**src/rtl/conv_pkg.sv**
```systemverilog
// Shared constants and types for the layer-1 convolution datapath.
package conv_pkg;

  localparam int unsigned IMG_W  = 28;
  localparam int unsigned IMG_H  = 28;
  localparam int unsigned DATA_W = 32;
  localparam int unsigned KERNEL = 3;
  localparam int unsigned TAPS   = KERNEL * KERNEL;
  localparam int unsigned ROW_W  = $clog2(IMG_H);
  localparam int unsigned COL_W  = $clog2(IMG_W);

  typedef logic [DATA_W-1:0] pixel_t;

  // Nine taps, row-major, oldest row first: element 0 is top-left.
  typedef logic [TAPS-1:0][DATA_W-1:0] window_t;

endpackage : conv_pkg

```
**src/rtl/conv_line_buffer.sv**
```systemverilog
// Enable-driven delay line: rd_data_o is the word written DEPTH enables ago.
module conv_line_buffer #(
  parameter int unsigned DEPTH = 28,
  parameter int unsigned WIDTH = 32
) (
  input  logic             clk,
  input  logic             rst,
  input  logic             en_i,
  input  logic [WIDTH-1:0] wr_data_i,
  output logic [WIDTH-1:0] rd_data_o
);

  localparam int unsigned PTR_W = (DEPTH > 1) ? $clog2(DEPTH) : 1;

  logic [WIDTH-1:0] mem_q [DEPTH];
  logic [PTR_W-1:0] ptr_q;
  logic [PTR_W-1:0] ptr_d;

  always_comb begin
    ptr_d = ptr_q;
    if (en_i) begin
      ptr_d = (ptr_q == PTR_W'(DEPTH - 1)) ? '0 : ptr_q + PTR_W'(1);
    end
  end

  always_ff @(posedge clk) begin
    if (rst) begin
      ptr_q <= '0;
    end else begin
      ptr_q <= ptr_d;
    end
  end

  // Storage is deliberately left unreset; the slot at ptr_q is read before it is overwritten.
  always_ff @(posedge clk) begin
    if (en_i) begin
      mem_q[ptr_q] <= wr_data_i;
    end
  end

  assign rd_data_o = mem_q[ptr_q];

endmodule : conv_line_buffer

```
**src/rtl/conv1_window_gen.sv**
```systemverilog
// Streaming 3x3 window generator: raster pixels in, one registered window per completing pixel out.
module conv1_window_gen
  import conv_pkg::*;
(
  input  logic             clk,
  input  logic             rst,
  input  pixel_t           pix_in,
  input  logic             pix_valid,
  output window_t          data_out,
  output logic             valid_out,
  output logic [ROW_W-1:0] win_row,
  output logic [COL_W-1:0] win_col,
  output logic             frame_done
);

  logic             accept;
  pixel_t           lb0_out;
  pixel_t           lb1_out;

  logic [ROW_W-1:0] row_q, row_d;
  logic [COL_W-1:0] col_q, col_d;
  window_t          sr_q, sr_d;
  window_t          data_q, data_d;
  logic             valid_q, valid_d;
  logic             done_q, done_d;
  logic [ROW_W-1:0] win_row_q, win_row_d;
  logic [COL_W-1:0] win_col_q, win_col_d;

  // A pixel presented during reset is dropped, so it must not disturb the line buffers either.
  assign accept = pix_valid & ~rst;

  conv_line_buffer #(
    .DEPTH (IMG_W),
    .WIDTH (DATA_W)
  ) u_lb0 (
    .clk       (clk),
    .rst       (rst),
    .en_i      (accept),
    .wr_data_i (pix_in),
    .rd_data_o (lb0_out)
  );

  conv_line_buffer #(
    .DEPTH (IMG_W),
    .WIDTH (DATA_W)
  ) u_lb1 (
    .clk       (clk),
    .rst       (rst),
    .en_i      (accept),
    .wr_data_i (lb0_out),
    .rd_data_o (lb1_out)
  );

  always_comb begin
    row_d     = row_q;
    col_d     = col_q;
    sr_d      = sr_q;
    data_d    = data_q;
    valid_d   = 1'b0;
    done_d    = 1'b0;
    win_row_d = win_row_q;
    win_col_d = win_col_q;

    if (accept) begin
      // Shift left one column; the new right column is {row r-2, row r-1, row r}.
      sr_d[0] = sr_q[1];
      sr_d[1] = sr_q[2];
      sr_d[2] = lb1_out;
      sr_d[3] = sr_q[4];
      sr_d[4] = sr_q[5];
      sr_d[5] = lb0_out;
      sr_d[6] = sr_q[7];
      sr_d[7] = sr_q[8];
      sr_d[8] = pix_in;

      if ((row_q >= ROW_W'(KERNEL - 1)) && (col_q >= COL_W'(KERNEL - 1))) begin
        valid_d   = 1'b1;
        data_d    = sr_d;
        win_row_d = row_q - ROW_W'(KERNEL - 1);
        win_col_d = col_q - COL_W'(KERNEL - 1);
        done_d    = (row_q == ROW_W'(IMG_H - 1)) && (col_q == COL_W'(IMG_W - 1));
      end

      if (col_q == COL_W'(IMG_W - 1)) begin
        col_d = '0;
        row_d = (row_q == ROW_W'(IMG_H - 1)) ? '0 : row_q + ROW_W'(1);
      end else begin
        col_d = col_q + COL_W'(1);
      end
    end
  end

  always_ff @(posedge clk) begin
    if (rst) begin
      row_q     <= '0;
      col_q     <= '0;
      sr_q      <= '0;
      data_q    <= '0;
      valid_q   <= 1'b0;
      done_q    <= 1'b0;
      win_row_q <= '0;
      win_col_q <= '0;
    end else begin
      row_q     <= row_d;
      col_q     <= col_d;
      sr_q      <= sr_d;
      data_q    <= data_d;
      valid_q   <= valid_d;
      done_q    <= done_d;
      win_row_q <= win_row_d;
      win_col_q <= win_col_d;
    end
  end

  assign data_out   = data_q;
  assign valid_out  = valid_q;
  assign frame_done = done_q;
  assign win_row    = win_row_q;
  assign win_col    = win_col_q;

endmodule : conv1_window_gen
```
**config.mk**
```make
export PLATFORM = sky130hd
export DESIGN_NAME = conv1_window_gen
export DESIGN_NICKNAME = d
export VERILOG_FILES = /design/src/rtl/conv_pkg.sv /design/src/rtl/conv_line_buffer.sv /design/src/rtl/conv1_window_gen.sv
export SDC_FILE = /design/constraint.sdc
export NUM_CORES = 2
export LEC_CHECK = 0
export BUFFER_PORTS_ARGS = -buffer_cell sky130_fd_sc_hd__buf_2
export CAP_MARGIN = 10
export CELL_PAD_IN_SITES_DETAIL_PLACEMENT = 0
export CELL_PAD_IN_SITES_GLOBAL_PLACEMENT = 1
export CORE_AREA = 2 2 351 493
export DETAILED_ROUTE_END_ITERATION = 10
export DIE_AREA = 0 0 353 495
export GPL_TIMING_DRIVEN = 0
export HOLD_SLACK_MARGIN = 0.06
export PLACE_DENSITY = 0.81
export SYNTH_ARGS = -nofsm -noshare
export SYNTH_HDL_FRONTEND = slang
export SYNTH_SLANG_ARGS = --single-unit
```
**constraint.sdc**
```tcl
create_clock -name clk -period 4.25 [get_ports clk]
set_input_delay 0.85 -clock clk [delete_from_list [all_inputs] [get_ports clk]]
set_output_delay 0.85 -clock clk [all_outputs]
set_load 0.01 [all_outputs]
```
-- Word-level counts from Yosys, hierarchy flattened
Memory sizes are Yosys's and may differ from the RTL's. A register that Yosys moved wholly into a read port is not among the register bits.
Index checks and enable logic that the tools add are counted.
- reductions and logical operators: 6
- bitwise operators: 4
- muxes and demuxes: 11
- magnitude comparators: 2
- add/subtract/negate cells: 6
- eq/ne operators: 4
- operators by type and width (cell ; count):
    5-bit two-way mux ; 8
    5-bit by 1-bit adder with 5-bit output, second input constant ; 4
    5-bit equality test, second input constant ; 4
    5-bit by 2-bit >= comparator with 1-bit output, second input constant ; 2
    5-bit by 2-bit subtractor with 5-bit output, second input constant ; 2
    2-bit AND reduction ; 2
    1-bit two-way mux ; 3
    1-bit NOT ; 3
    3-bit OR reduction ; 1
    1-bit logical AND ; 2
    2-bit OR reduction ; 1
    1-bit AND ; 1
- bits in writable memories: 1792
- output and inout bits: 300
- register bits after elaboration: 512
- memories: 2
- word-level logic and storage cells: 58
- memories (name ; words ; bits a word ; read ports ; clocked after Yosys merged registers in ; write ports ; line ; source):
    u_lb0.mem_q ; 28 ; 32 ; 1 ; 1 ; 1 ; conv_line_buffer.sv:15 ; logic [WIDTH-1:0] mem_q [DEPTH];
    u_lb1.mem_q ; 28 ; 32 ; 1 ; 1 ; 1 ; conv_line_buffer.sv:15 ;

-- Logic depth before layout (Yosys ltp)
- depth after elaboration: 4
- depth in mapped cells: 10
- depth with buffers taken out: 8

-- By module
Synthesis repeated with hierarchy kept, for this count alone.
- cells, all modules: 5305
- area, all modules: 89291.9 µm²
- by module, submodules not included (module ; times used ; cells an instance ; area an instance (µm²) ; seq. area each (µm²)):
    conv_line_buffer at u_lb0 ; 1 ; 1796 ; 35076.1 ; 27106.0
    conv_line_buffer at u_lb1 ; 1 ; 1779 ; 34994.8 ; 27106.0
    conv1_window_gen ; 1 ; 1730 ; 19220.9 ; 10049.6

-- Least setup slack after synthesis
No wires, ideal clock.
- kind: input -> register
- start point: input port rst
- end point: memory u_lb1.mem_q[12][0] (enable)
- arrival: 3.301 ns
- data required time: 3.829 ns
- path buffers: 4
- stages: 7
- path slack: 0.527 ns
- setup time: 0.421 ns
- path through: clkbuf_1 > nor2b_1 > buf_2 > clkbuf_1 > buf_2 > nand2_1 > nor2_1
- cells in the longest elaborated chain, start to end: 4
- RTL lines (item ; line ; source):
    start: declaration ; conv1_window_gen.sv:6 ; input logic rst,
    1-bit NOT ; conv1_window_gen.sv:30 ; assign accept = pix_valid & ~rst;
    1-bit AND ; conv1_window_gen.sv:30 ;
    1-bit two-way mux ; conv_line_buffer.sv:36 ; if (en_i) begin
    1-bit two-way mux (implied by the code) ; conv_line_buffer.sv:37 ; mem_q[ptr_q] <= wr_data_i;
    end: declaration ; conv_line_buffer.sv:15 ;
Every way passes these cells.

==> metrics.log <==
[metrics] worst endpoint required time: 4.83 ns
[metrics] library cell occupying the most area in the post-synthesis netlist: sky130_fd_sc_hd__edfxtp_1
[metrics] global router's overall resource usage: 29.0%
[metrics] share of the synthesized area in compound gates (AO/OA/AOI/OAI): 6.88%
[metrics] number of vias after detailed routing: 52700
[metrics] Final Cycle Share: 90.3%
[metrics] Remaining Overflow, GRT: 0
[metrics] Bufs on Longest Clock Path: 3
[metrics] global-route wire length before repair: 362000 um
[metrics] flip-flop and latch count after synthesis: 2314
[metrics] most common cell in the netlist: sky130_fd_sc_hd__edfxtp_1
[metrics] Switching Power: 10.5 mW
[metrics] Inserted Clock Buffers: 209
[metrics] Final HPWL DP: 183000 um
[metrics] via count of the first global-routing pass: 51900
[metrics] cell total after placement: 8391
[metrics] Yosys warning count: 0
[metrics] final number of setup-violating endpoints: 0
[metrics] number of antenna violations at the first check in global routing: 8
[metrics] result of the run: complete, no violations
[metrics] setup slack of the most critical reg-to-reg path: 0.41 ns
[metrics] combinational family with the most area after synthesis: multiplexers
[metrics] Mapped Nets: 5741
[metrics] number of cells on the worst reg-to-reg path: 9
[metrics] Layout fillers: 13000
[metrics] unrepaired setup endpoints after global routing: false
[metrics] most common library cells after synthesis: sky130_fd_sc_hd__edfxtp_1 (1792), sky130_fd_sc_hd__mux2i_1 (965), sky130_fd_sc_hd__nand2_1 (535)
[metrics] share of synthesized area spent on multiplexers: 11.8%
[metrics] logic gate share of total power: 6.5%
[metrics] hold-fix buffers at CTS: 0
[metrics] clock-pin slew on the worst setup and hold paths: 0.06 ns
[metrics] Cell variety after synth: 51
[metrics] routability-driven placement congestion ratio: 0.939
[metrics] PortBufs: 332
[metrics] number of clock sinks seen by CTS: 2314
[metrics] Max rail drop VDD: 0.000493 V
[metrics] pin count of the biggest net entering global routing: 31
[metrics] fraction of post-synthesis cell area in the top cell type by area: 61.1%
[metrics] category of the worst setup path capture point: flop
[metrics] Post-DP Area: 95400 um^2
[metrics] async set-or-reset flop fraction in the synthesized netlist: 0%
[metrics] share of total power in the clock network: 40.1%
[metrics] setup bufs post-CTS: 0
[metrics] mean area per synthesized cell: 15.5 um^2
[metrics] initial standard-cell utilization of the core: 51.6%
[metrics] post-layout instance area: 102000 um^2
[metrics] Power Density: 455 nW/um^2
[metrics] Post-synth EDFFs: 1792
[metrics] area of the multi-input gates: 22500 um^2
[metrics] CP startpoint kind: flop
[metrics] Post-Synthesis Cells: 5690
[metrics] iteration-0 DRC count of the detailed router: 5890
[metrics] largest clock skew in the final design: 0.0388 ns
[metrics] net count of the finished layout: 6378
[metrics] internal power: 36.1 mW
[metrics] clock tree from TritonCTS: done
[metrics] part of the Yosys area used for sequential elements: 72.9%
[metrics] slew at the pin with the worst max-slew slack: 1.25 ns
[metrics] flip-flop and latch area: 64300 um^2
[metrics] critical path type: flop to flop
[metrics] die span in x: 353 um
[metrics] final max-slew violation count: 0
[metrics] number of placed I/O pins: 335
[metrics] biggest area contributors in the synthesized netlist: sky130_fd_sc_hd__edfxtp_1 (61%), sky130_fd_sc_hd__dfxtp_1 (12%), sky130_fd_sc_hd__mux2i_1 (11%)
[metrics] leakage power: 35.1 nW
[metrics] routed via count divided by cell count: 5.99
[metrics] proportion of total power due to net switching: 22.5%
[metrics] Final Non-Filler Cells: 8793
[metrics] Final Hold Viols: 0
[metrics] XOR/XNOR share of the synthesized area: 0.0696%
[metrics] destination of the worst register-to-register timing path: u_lb1.mem_q[22][8]
[metrics] commonest register cell after synthesis: sky130_fd_sc_hd__edfxtp_1
[metrics] fraction of final layout cells with drive strength greater than 1: 16.8%
[metrics] worst relative slew slack: 16.0%
[metrics] remaining routing DRC violations: 0
[metrics] data arrival time of the critical path: 4.42 ns
[metrics] total negative slack for setup checks: 0 ns
[metrics] Post-Synth Simple-Gate Area: 5.80%
[metrics] Final min period: 3.84 ns
[metrics] register share of total power: 53.4%
[metrics] Layout area overhead: 16.0%
[metrics] number of nets still failing antenna checks after routing: 0
[metrics] Setup crit end: u_lb1.mem_q[22][8]
[metrics] post-route core utilization: 59.9%
[metrics] Placement Rows: 180
[metrics] post-synth design cell area: 88100 um^2
[metrics] maximum clock rate: 261 MHz
[metrics] clk_lat worst skew: 0.86 ns
[metrics] height of the die: 495 um
[metrics] H-Tree Level Count: 4
[metrics] overall die area: 175000 um^2
[metrics] max-cap check violation count: 0
[metrics] worst-path maximum fanout: 20
[metrics] WL per Instance: 29.3 um
[metrics] drt pass-1 iters: 5
[metrics] post-cts repair resize count: 0
[metrics] area of the placeable core: 171000 um^2
[metrics] cell chosen for the clock root: sky130_fd_sc_hd__clkbuf_16
[metrics] Hold Path Class: flop to flop
[metrics] adder-cell share of the synthesized area: 0.227%
[metrics] overall routed net length: 258000 um
[cell type report]
type,count,share of cell area (%)
antenna,12,0.0294
buffer,382,1.94
clock buffer,287,5.64
clock inverter,103,0.967
tap,2275,2.79
inverter,13,0.0477
multi-input combinational,2981,22.0
timing repair buffer,426,3.68
sequential,2314,62.9
[per-stage QoR]
step	worst slack, ns	hold WS [ns]	total power [mW]
finish	0.414	0.431	46.5
global route	0.509	0.457	47.6
CTS	0.599	0.436	46.6
detailed placement	-0.294	0.432	28.3
global placement	-1.99	0.426	28.0
floorplan	0.527	0.415	26.8
[worst min path at each step]
stage | start | end | slack (ns) | cells past startpoint
final | sr_q[40] | data_out[8] | 0.43 | 2
after global routing | sr_q[155] | data_out[123] | 0.46 | 2
after CTS | sr_q[155] | data_out[123] | 0.44 | 2
after detailed placement | sr_q[255] | data_out[223] | 0.43 | 2
after global placement | sr_q[52] | data_out[20] | 0.43 | 2
after floorplan | sr_q[32] | data_out[0] | 0.41 | 2
[sequential cells by signal (all words and copies together), names as in the netlist, named ones only]
name	flops
u_lb0.mem_q	896
u_lb1.mem_q	896
data_out	288
sr_q	192
col_q	5
row_q	5
u_lb0.ptr_q	5
u_lb1.ptr_q	5
win_col	5
win_row	5
frame_done	1
valid_out	1
[cells in the final DEF, fill, tap and decap left out, types with 9 or more instances in the layout]
cell type / instances
sky130_fd_sc_hd__buf_1: 9
sky130_fd_sc_hd__nor2_4: 56
sky130_fd_sc_hd__inv_1: 12
sky130_fd_sc_hd__nand3b_1: 179
sky130_fd_sc_hd__or3_1: 20
sky130_fd_sc_hd__o221ai_1: 78
sky130_fd_sc_hd__a22oi_1: 350
sky130_fd_sc_hd__buf_12: 52
sky130_fd_sc_hd__edfxtp_1: 1792
sky130_fd_sc_hd__nor2_1: 151
sky130_fd_sc_hd__a31oi_1: 33
sky130_fd_sc_hd__buf_6: 19
sky130_fd_sc_hd__nor3b_1: 30
sky130_fd_sc_hd__a22o_1: 63
sky130_fd_sc_hd__a21o_1: 29
sky130_fd_sc_hd__clkinvlp_4: 9
sky130_fd_sc_hd__mux2i_1: 965
sky130_fd_sc_hd__buf_4: 65
sky130_fd_sc_hd__mux2_2: 64
sky130_fd_sc_hd__dfxtp_1: 522
sky130_fd_sc_hd__buf_16: 34
sky130_fd_sc_hd__nand3_1: 38
sky130_fd_sc_hd__ha_1: 16
sky130_fd_sc_hd__bufinv_16: 15
sky130_fd_sc_hd__o21ai_1: 34
sky130_fd_sc_hd__nor3_4: 15
sky130_fd_sc_hd__nand2_1: 535
sky130_fd_sc_hd__clkbuf_1: 227
sky130_fd_sc_hd__clkbuf_16: 212
sky130_fd_sc_hd__diode_2: 12
sky130_fd_sc_hd__clkinv_2: 32
sky130_fd_sc_hd__buf_2: 445
sky130_fd_sc_hd__nor2b_1: 10
sky130_fd_sc_hd__a21oi_1: 236
sky130_fd_sc_hd__o221ai_4: 17
sky130_fd_sc_hd__clkinv_1: 32
sky130_fd_sc_hd__buf_8: 9
sky130_fd_sc_hd__clkbuf_8: 18
[power groups by stage]
stage / Clock (mW) / Combinational [mW] / Sequential (mW)
floorplan: 0 / 1.51 / 25.3
global placement: 0 / 2.65 / 25.3
finish: 18.7 / 3.03 / 24.8
CTS: 18.8 / 3.00 / 24.8
detailed placement: 0 / 2.99 / 25.3
global route: 19.6 / 3.12 / 24.8
[logic make-up (layout without fill, tap and decap cells)]
group                    Yosys count  after routing
AO/OA/AOI/OAI                    862            862
XOR/XNOR                           7              7
adder cells (fa/ha/maj)           16             16
buffers and inverters            395           1211
flip-flops                      2314           2314
multiplexers                    1029           1029
other                              0             12
AND/OR/NAND/NOR                 1067           1067
[per-layer routing]
layer	vias up	track usage, %	wire (um)
li1	23000	-	-
met1	26700	34.4	92900
met2	2446	49.9	129000
met3	523	4.25	18000
met4	0	17.8	17500
met5	-	0	0
[worst max-delay path: stages, from the launching register on]
cell and delay (ns):
sky130_fd_sc_hd__dfxtp_1 0.32, sky130_fd_sc_hd__buf_2 0.17, sky130_fd_sc_hd__buf_6 0.16, sky130_fd_sc_hd__nor2_2 0.46, sky130_fd_sc_hd__clkbuf_1 0.58, sky130_fd_sc_hd__a22oi_1 0.20, sky130_fd_sc_hd__a31oi_1 0.93, sky130_fd_sc_hd__nor3_4 0.26
sky130_fd_sc_hd__buf_16 0.24, sky130_fd_sc_hd__buf_8 0.17
Note: power is estimated with default switching activity, not from simulation.
